===== src/rtl/seg7_pkg.sv =====
`default_nettype none
// ============================================================================
// seg7_pkg - active-low 7-segment patterns and single-digit BCD step helpers
// Rev 1.0
// ============================================================================
package seg7_pkg;

    // bit0 = a ... bit6 = g, active low
    localparam logic [6:0] SEG_PATTERN [0:15] = '{
        7'h40, 7'h79, 7'h24, 7'h30, 7'h19, 7'h12, 7'h02, 7'h78,
        7'h00, 7'h10, 7'h08, 7'h03, 7'h46, 7'h21, 7'h06, 7'h0E
    };

    localparam logic [6:0] SEG_BLANK = 7'h7F;

    // Returns {carry, digit}
    function automatic logic [4:0] bcd_inc(input logic [3:0] i_digit);
        logic [4:0] r;
        if (i_digit >= 4'd9) r = {1'b1, 4'd0};
        else                 r = {1'b0, i_digit + 4'd1};
        return r;
    endfunction

    // Returns {borrow, digit}
    function automatic logic [4:0] bcd_dec(input logic [3:0] i_digit);
        logic [4:0] r;
        if (i_digit == 4'd0) r = {1'b1, 4'd9};
        else                 r = {1'b0, i_digit - 4'd1};
        return r;
    endfunction

endpackage
`default_nettype wire


===== src/rtl/seg7_decode.sv =====
`default_nettype none
// ============================================================================
// seg7_decode - combinational nibble to active-low 7-segment pattern
// Rev 1.0
// ============================================================================
module seg7_decode
    import seg7_pkg::*;
(
    input  logic [3:0] i_digit,
    output logic [6:0] o_seg
);

    assign o_seg = SEG_PATTERN[i_digit];

endmodule
`default_nettype wire


===== src/rtl/rev_counter_disp.sv =====
`default_nettype none
// ============================================================================
// rev_counter_disp - prescaled up/down hex/BCD counter with multiplexed display
// Rev 1.0
// ============================================================================
module rev_counter_disp #(
    parameter int DIGITS   = 4,
    parameter int CLK_DIV  = 5_000_000,
    parameter int SCAN_DIV = 50_000,
    parameter int BCD      = 0
) (
    input  logic                  clk,
    input  logic                  rst_n,
    input  logic                  en,
    input  logic                  up,
    input  logic                  load,
    input  logic [4*DIGITS-1:0]   load_val,
    output logic [4*DIGITS-1:0]   cnt,
    output logic                  rc,
    output logic                  tick,
    output logic [6:0]            segment,
    output logic [DIGITS-1:0]     an
);
    import seg7_pkg::*;

    localparam int c_W      = 4 * DIGITS;
    localparam int c_PRE_W  = $clog2(CLK_DIV);
    localparam int c_SCAN_W = (SCAN_DIV > 1) ? $clog2(SCAN_DIV) : 1;
    localparam int c_IDX_W  = (DIGITS > 1) ? $clog2(DIGITS) : 1;

    localparam logic [c_PRE_W-1:0]  c_PRE_MAX  = c_PRE_W'(CLK_DIV - 1);
    localparam logic [c_SCAN_W-1:0] c_SCAN_MAX = c_SCAN_W'(SCAN_DIV - 1);
    localparam logic [c_IDX_W-1:0]  c_IDX_MAX  = c_IDX_W'(DIGITS - 1);
    localparam logic [c_W-1:0]      c_ONE      = c_W'(1);

    logic [c_PRE_W-1:0]  r_pre;
    logic [c_W-1:0]      r_cnt;
    logic                r_tick;
    logic [c_SCAN_W-1:0] r_scan;
    logic [c_IDX_W-1:0]  r_idx;
    logic [DIGITS-1:0]   r_an;
    logic [6:0]          r_seg;

    logic                w_tick;
    logic [c_W-1:0]      w_cnt_step;
    logic [c_W-1:0]      w_load_val;
    logic [c_W-1:0]      w_max;
    logic [3:0]          w_nibble;
    logic [6:0]          w_seg;
    logic [DIGITS-1:0]   w_an;

    assign w_tick = en && (r_pre == c_PRE_MAX);

    generate
        if (BCD != 0) begin : g_bcd
            // w_carry[i] is the carry (up) or borrow (down) into digit i
            logic [DIGITS:0] w_carry;
            assign w_carry[0] = 1'b1;
            for (genvar i = 0; i < DIGITS; i++) begin : g_digit
                logic [4:0] w_inc;
                logic [4:0] w_dec;
                assign w_inc = bcd_inc(r_cnt[4*i +: 4]);
                assign w_dec = bcd_dec(r_cnt[4*i +: 4]);
                assign w_cnt_step[4*i +: 4] = !w_carry[i] ? r_cnt[4*i +: 4]
                                            : (up ? w_inc[3:0] : w_dec[3:0]);
                assign w_carry[i+1] = w_carry[i] & (up ? w_inc[4] : w_dec[4]);
                assign w_load_val[4*i +: 4] = (load_val[4*i +: 4] > 4'd9) ? 4'd9
                                            : load_val[4*i +: 4];
                assign w_max[4*i +: 4] = 4'd9;
            end
        end else begin : g_hex
            assign w_cnt_step = up ? (r_cnt + c_ONE) : (r_cnt - c_ONE);
            assign w_load_val = load_val;
            assign w_max      = '1;
        end
    endgenerate

    always_ff @(posedge clk or negedge rst_n) begin
        if (!rst_n) begin
            r_pre  <= '0;
            r_cnt  <= '0;
            r_tick <= 1'b0;
        end else begin
            r_tick <= 1'b0;
            if (load) begin
                r_cnt <= w_load_val;
                r_pre <= '0;
            end else if (w_tick) begin
                r_cnt  <= w_cnt_step;
                r_pre  <= '0;
                r_tick <= 1'b1;
            end else if (en) begin
                r_pre <= r_pre + c_PRE_W'(1);
            end
        end
    end

    // Scan runs independently of en so the display stays lit while paused
    always_ff @(posedge clk or negedge rst_n) begin
        if (!rst_n) begin
            r_scan <= '0;
            r_idx  <= '0;
        end else if (r_scan == c_SCAN_MAX) begin
            r_scan <= '0;
            r_idx  <= (r_idx == c_IDX_MAX) ? '0 : r_idx + c_IDX_W'(1);
        end else begin
            r_scan <= r_scan + c_SCAN_W'(1);
        end
    end

    always_comb begin
        w_nibble = r_cnt[3:0];
        for (int i = 0; i < DIGITS; i++) begin
            if (r_idx == c_IDX_W'(i)) w_nibble = r_cnt[4*i +: 4];
        end
    end

    generate
        for (genvar i = 0; i < DIGITS; i++) begin : g_an
            assign w_an[i] = (r_idx != c_IDX_W'(i));
        end
    endgenerate

    seg7_decode u_decode (
        .i_digit (w_nibble),
        .o_seg   (w_seg)
    );

    always_ff @(posedge clk or negedge rst_n) begin
        if (!rst_n) begin
            r_an  <= '1;
            r_seg <= SEG_BLANK;
        end else begin
            r_an  <= w_an;
            r_seg <= w_seg;
        end
    end

    assign cnt     = r_cnt;
    assign tick    = r_tick;
    assign an      = r_an;
    assign segment = r_seg;
    assign rc      = up ? (r_cnt == w_max) : (r_cnt == '0);

endmodule
`default_nettype wire


===== config.mk =====
export PLATFORM = sky130hd
export DESIGN_NAME = rev_counter_disp
export DESIGN_NICKNAME = d
export VERILOG_FILES = /design/src/rtl/seg7_pkg.sv /design/src/rtl/seg7_decode.sv /design/src/rtl/rev_counter_disp.sv
export SDC_FILE = /design/constraint.sdc
export NUM_CORES = 1
export LEC_CHECK = 0
export BUFFER_PORTS_ARGS = -buffer_cell sky130_fd_sc_hd__buf_4
export CAP_MARGIN = 20
export CORE_UTILIZATION = 45
export DETAILED_ROUTE_END_ITERATION = 7
export SYNTH_ARGS = -nofsm -noshare
export SYNTH_HDL_FRONTEND = slang
export SYNTH_SLANG_ARGS = --single-unit

===== constraint.sdc =====
create_clock -name clk -period 3.4 [get_ports clk]
set_input_delay 0.34 -clock clk [delete_from_list [all_inputs] [get_ports clk]]
set_output_delay 0.34 -clock clk [all_outputs]
set_load 0.01 [all_outputs]

==> flow_summary_export.csv <==
group,metric,value,unit
place,gp_congestion,0.888,
place,hpwl,6770,µm
setup_path,crit_required,3660,ps
timing,max_freq,389,MHz
global_routing,grt_pass1_wl,16400,µm
synthesis,async_flop_share,1.00,
synthesis,synth_area_per_cell,9.17,µm²
setup_path,end_kind,"flop",
finish,fillers,850,
pwr,peakVddDrop,0.000262,V
floorplan,core_area,9150,µm²
synthesis,synth_flop_cell,"dfrtp_1",
finish,areaGrowthSynthToFinish,16.7,%
worst_hold_path,worstHoldPathType,"input port to async pin",
timing,finalSetupTns,0,ps
detailed_routing,vias,3555,
clock_network,cts_setup_buffers,0,
synthesis,yosysTopAreaCell,"dfrtp_1",
finish,diodes,0,
setup_path,arrival,2840,ps
clock_network,cts_buffers,9,
synthesis,ys_warn_count,0,
clock_network,ctsHoldBuffers,0,
detailed_routing,drc,0,
setup_path,cpPeakStageDelay,400,ps
place,portBuffers,49,
global_routing,grt_pass1_vias,3339,
timing,setup_violations,0,
detailed_routing,drt_iter0_markers,168,
finish,seqCellArea,1740,µm²
clock_network,clock_path_buffers,2,
floorplan,rows,35,
timing,finalHoldViolCount,0,
clock_network,htreeDepth,3,
timing,rsz0062_at_grt,"false",
synthesis,synthTopCellsByArea,"dfrtp_1 34%, ha_1 7.7%, dfstp_2 6.8%",
floorplan,ioPinCount,50,
global_routing,grt-ovfl-total,0,
place,place_area,4710,µm²
detailed_routing,drtPass1Iterations,4,
synthesis,ys_seq_area_frac,0.412,
pwr,p_leak,2.25,nW
synthesis,netlist_area,4230,µm²
pwr,power,2.05,mW
synthesis,syn-num-nets,509,
setup_path,rr_worst_depth,13,
setup_path,path_class,"flop to flop",
synthesis,ys_types,48,
finish,final_layout_size_suffix_gt1_frac,0.171,
detailed_routing,antenna_left,0,
run,cap_violations,0,
clock_network,path_clk_slew,80,ps
timing,final.period_utilization,0.757,
setup_path,rr_startpoint,"r_idx[1]",
finish,fin_area,4930,µm²
finish,multi_input_area,2370,µm²
clock_network,root_buffer,"clkbuf_8",
detailed_routing,via_per_inst,5.67,
floorplan,initial_core_util,0.462,
setup_path,cp_num_buf_inv,3,
clock_network,insertion_delay,350,ps
timing,min_period,2570,ps
finish,finish.net_count,559,
timing,slew_violations,0,
detailed_routing,wl,9830,µm
setup_path,r2r_slack,830,ps
timing,whs,104,ps
global_routing,grt_usage,0.212,
run_status,status,"finished clean",
floorplan,die_w,98.9,µm
synthesis,ys_ff_latch,69,
setup_path,cp_max_fo,6,
clock_network,ctsResizeCount,0,
timing,worst_pin_slew,869,ps
clock_network,cts_tree,"yes",
setup_path,worstReg2RegEnd,"segment[3]",
global_routing,antenna_found_initial,0,
setup_path,slowest_stage,"dfrtp_1",
setup_path,cp_cell_sequence,"inv_1, ha_1, mux2i_1, nor2_1, a21oi_1, nor2_1, a21oi_1, inv_1, ha_1, inv_1, nor2_1, a211oi_1, a21oi_1",
setup_path,cp_top_family,"compound AO/OA/AOI/OAI gates",
global_routing,grt_max_degree,70,
synthesis,synth_top_area_share,0.343,
synthesis,syn-instance-count,461,
timing,maxSlewHeadroom,0.421,
clock_network,cts.sink_count,69,
floorplan,dieArea,9790,µm²
synthesis,synth-edff-count,0,
detailed_routing,routedWlPerCell,15.7,µm
pwr,power.density,416,nW/µm²
setup_path,crit_path_start_kind,"flop",
floorplan,chipHeight,98.9,µm
timing,clock_skew,14.1,ps
## where the power goes
part | total, mW | internal (mW) | leakage, nW | switching (mW)
registers | 0.905 | 0.861 | 0.875 | 0.0439
logic | 0.377 | 0.172 | 1.26 | 0.205
clock network | 0.772 | 0.456 | 0.114 | 0.317
## how the worst max path moves through the flow
stage / endpoint / slack, ps / start / depth (start not counted)
final: segment[3] / 830 / r_idx[1] / 13
after global routing: segment[3] / 500 / r_idx[1] / 13
after CTS: segment[3] / 840 / r_idx[1] / 13
after detailed placement: cnt[15] / 590 / up / 10
after global placement: cnt[15] / 660 / up / 10
after floorplan: cnt[15] / 1050 / up / 9
## registers in the layout, summed over array words and instances, names as in the netlist
register and cells:
tick 1, segment 7, r_idx 2, r_pre 23, r_scan 16, cnt 16
an 4
## metal layers
metal	GRT usage	share of wire	up-vias
met5	0	0	-
met4	0.0677	0.014	0
met3	0.0418	0.048	12
met2	0.338	0.46	98
met1	0.289	0.47	1694
li1	-	-	1751
## cell type report
cell class / instances / share of cell area
tap: 111 / 0.0282
sequential: 69 / 0.353
inverter: 16 / 0.0122
multi-input combinational: 362 / 0.480
timing repair buffer: 53 / 0.0806
clock inverter: 3 / 0.0139
clock buffer: 13 / 0.0322
## cells in the final DEF (no fill, tap or decap), types with 21 or more instances in the layout
cell type / synthesis / routed
nand2_1: 41 / 41
o21ai_0: 21 / 21
nand3_1: 27 / 27
buf_4: 0 / 53
xor2_1: 24 / 24
dfrtp_1: 58 / 58
a21oi_1: 32 / 32
ha_1: 26 / 26
nor2_1: 45 / 45
## metrics by stage
stage | worst slack [ps] | std cells | utilization
global placement | 657 | 611 | 0.514
floorplan | 1050 | 461 | -
CTS | 842 | 627 | 0.539
finish | 828 | 627 | 0.539
global route | 502 | 627 | 0.539
detailed placement | 589 | 611 | 0.514
## cell usage after synthesis, types with 8 or more instances
cell type and instances:
inv_1 16, ha_1 26, a21oi_1 32, nand2_1 41
o21ai_0 21, xnor2_1 16, nor4_1 8, dfstp_2 11
nand4_1 13, xor2_1 24, clkbuf_1 9, nand3_1 27
and3_1 10, dfrtp_1 58, nor2_1 45
## kinds of logic (layout without fill, tap and decap cells)
family,after synthesis,after routing,synth area share
and+or+nand+nor,186,186,0.228
AOI/OAI and AO/OA,97,97,0.138
DFF,69,69,0.412
xor gates and xnor gates,40,40,0.0829
buffers and inverters,30,85,0.0281
adders and majority gates,27,27,0.0817
muxes,12,12,0.0299
No activity file was read; power rests on OpenSTA's default activity.
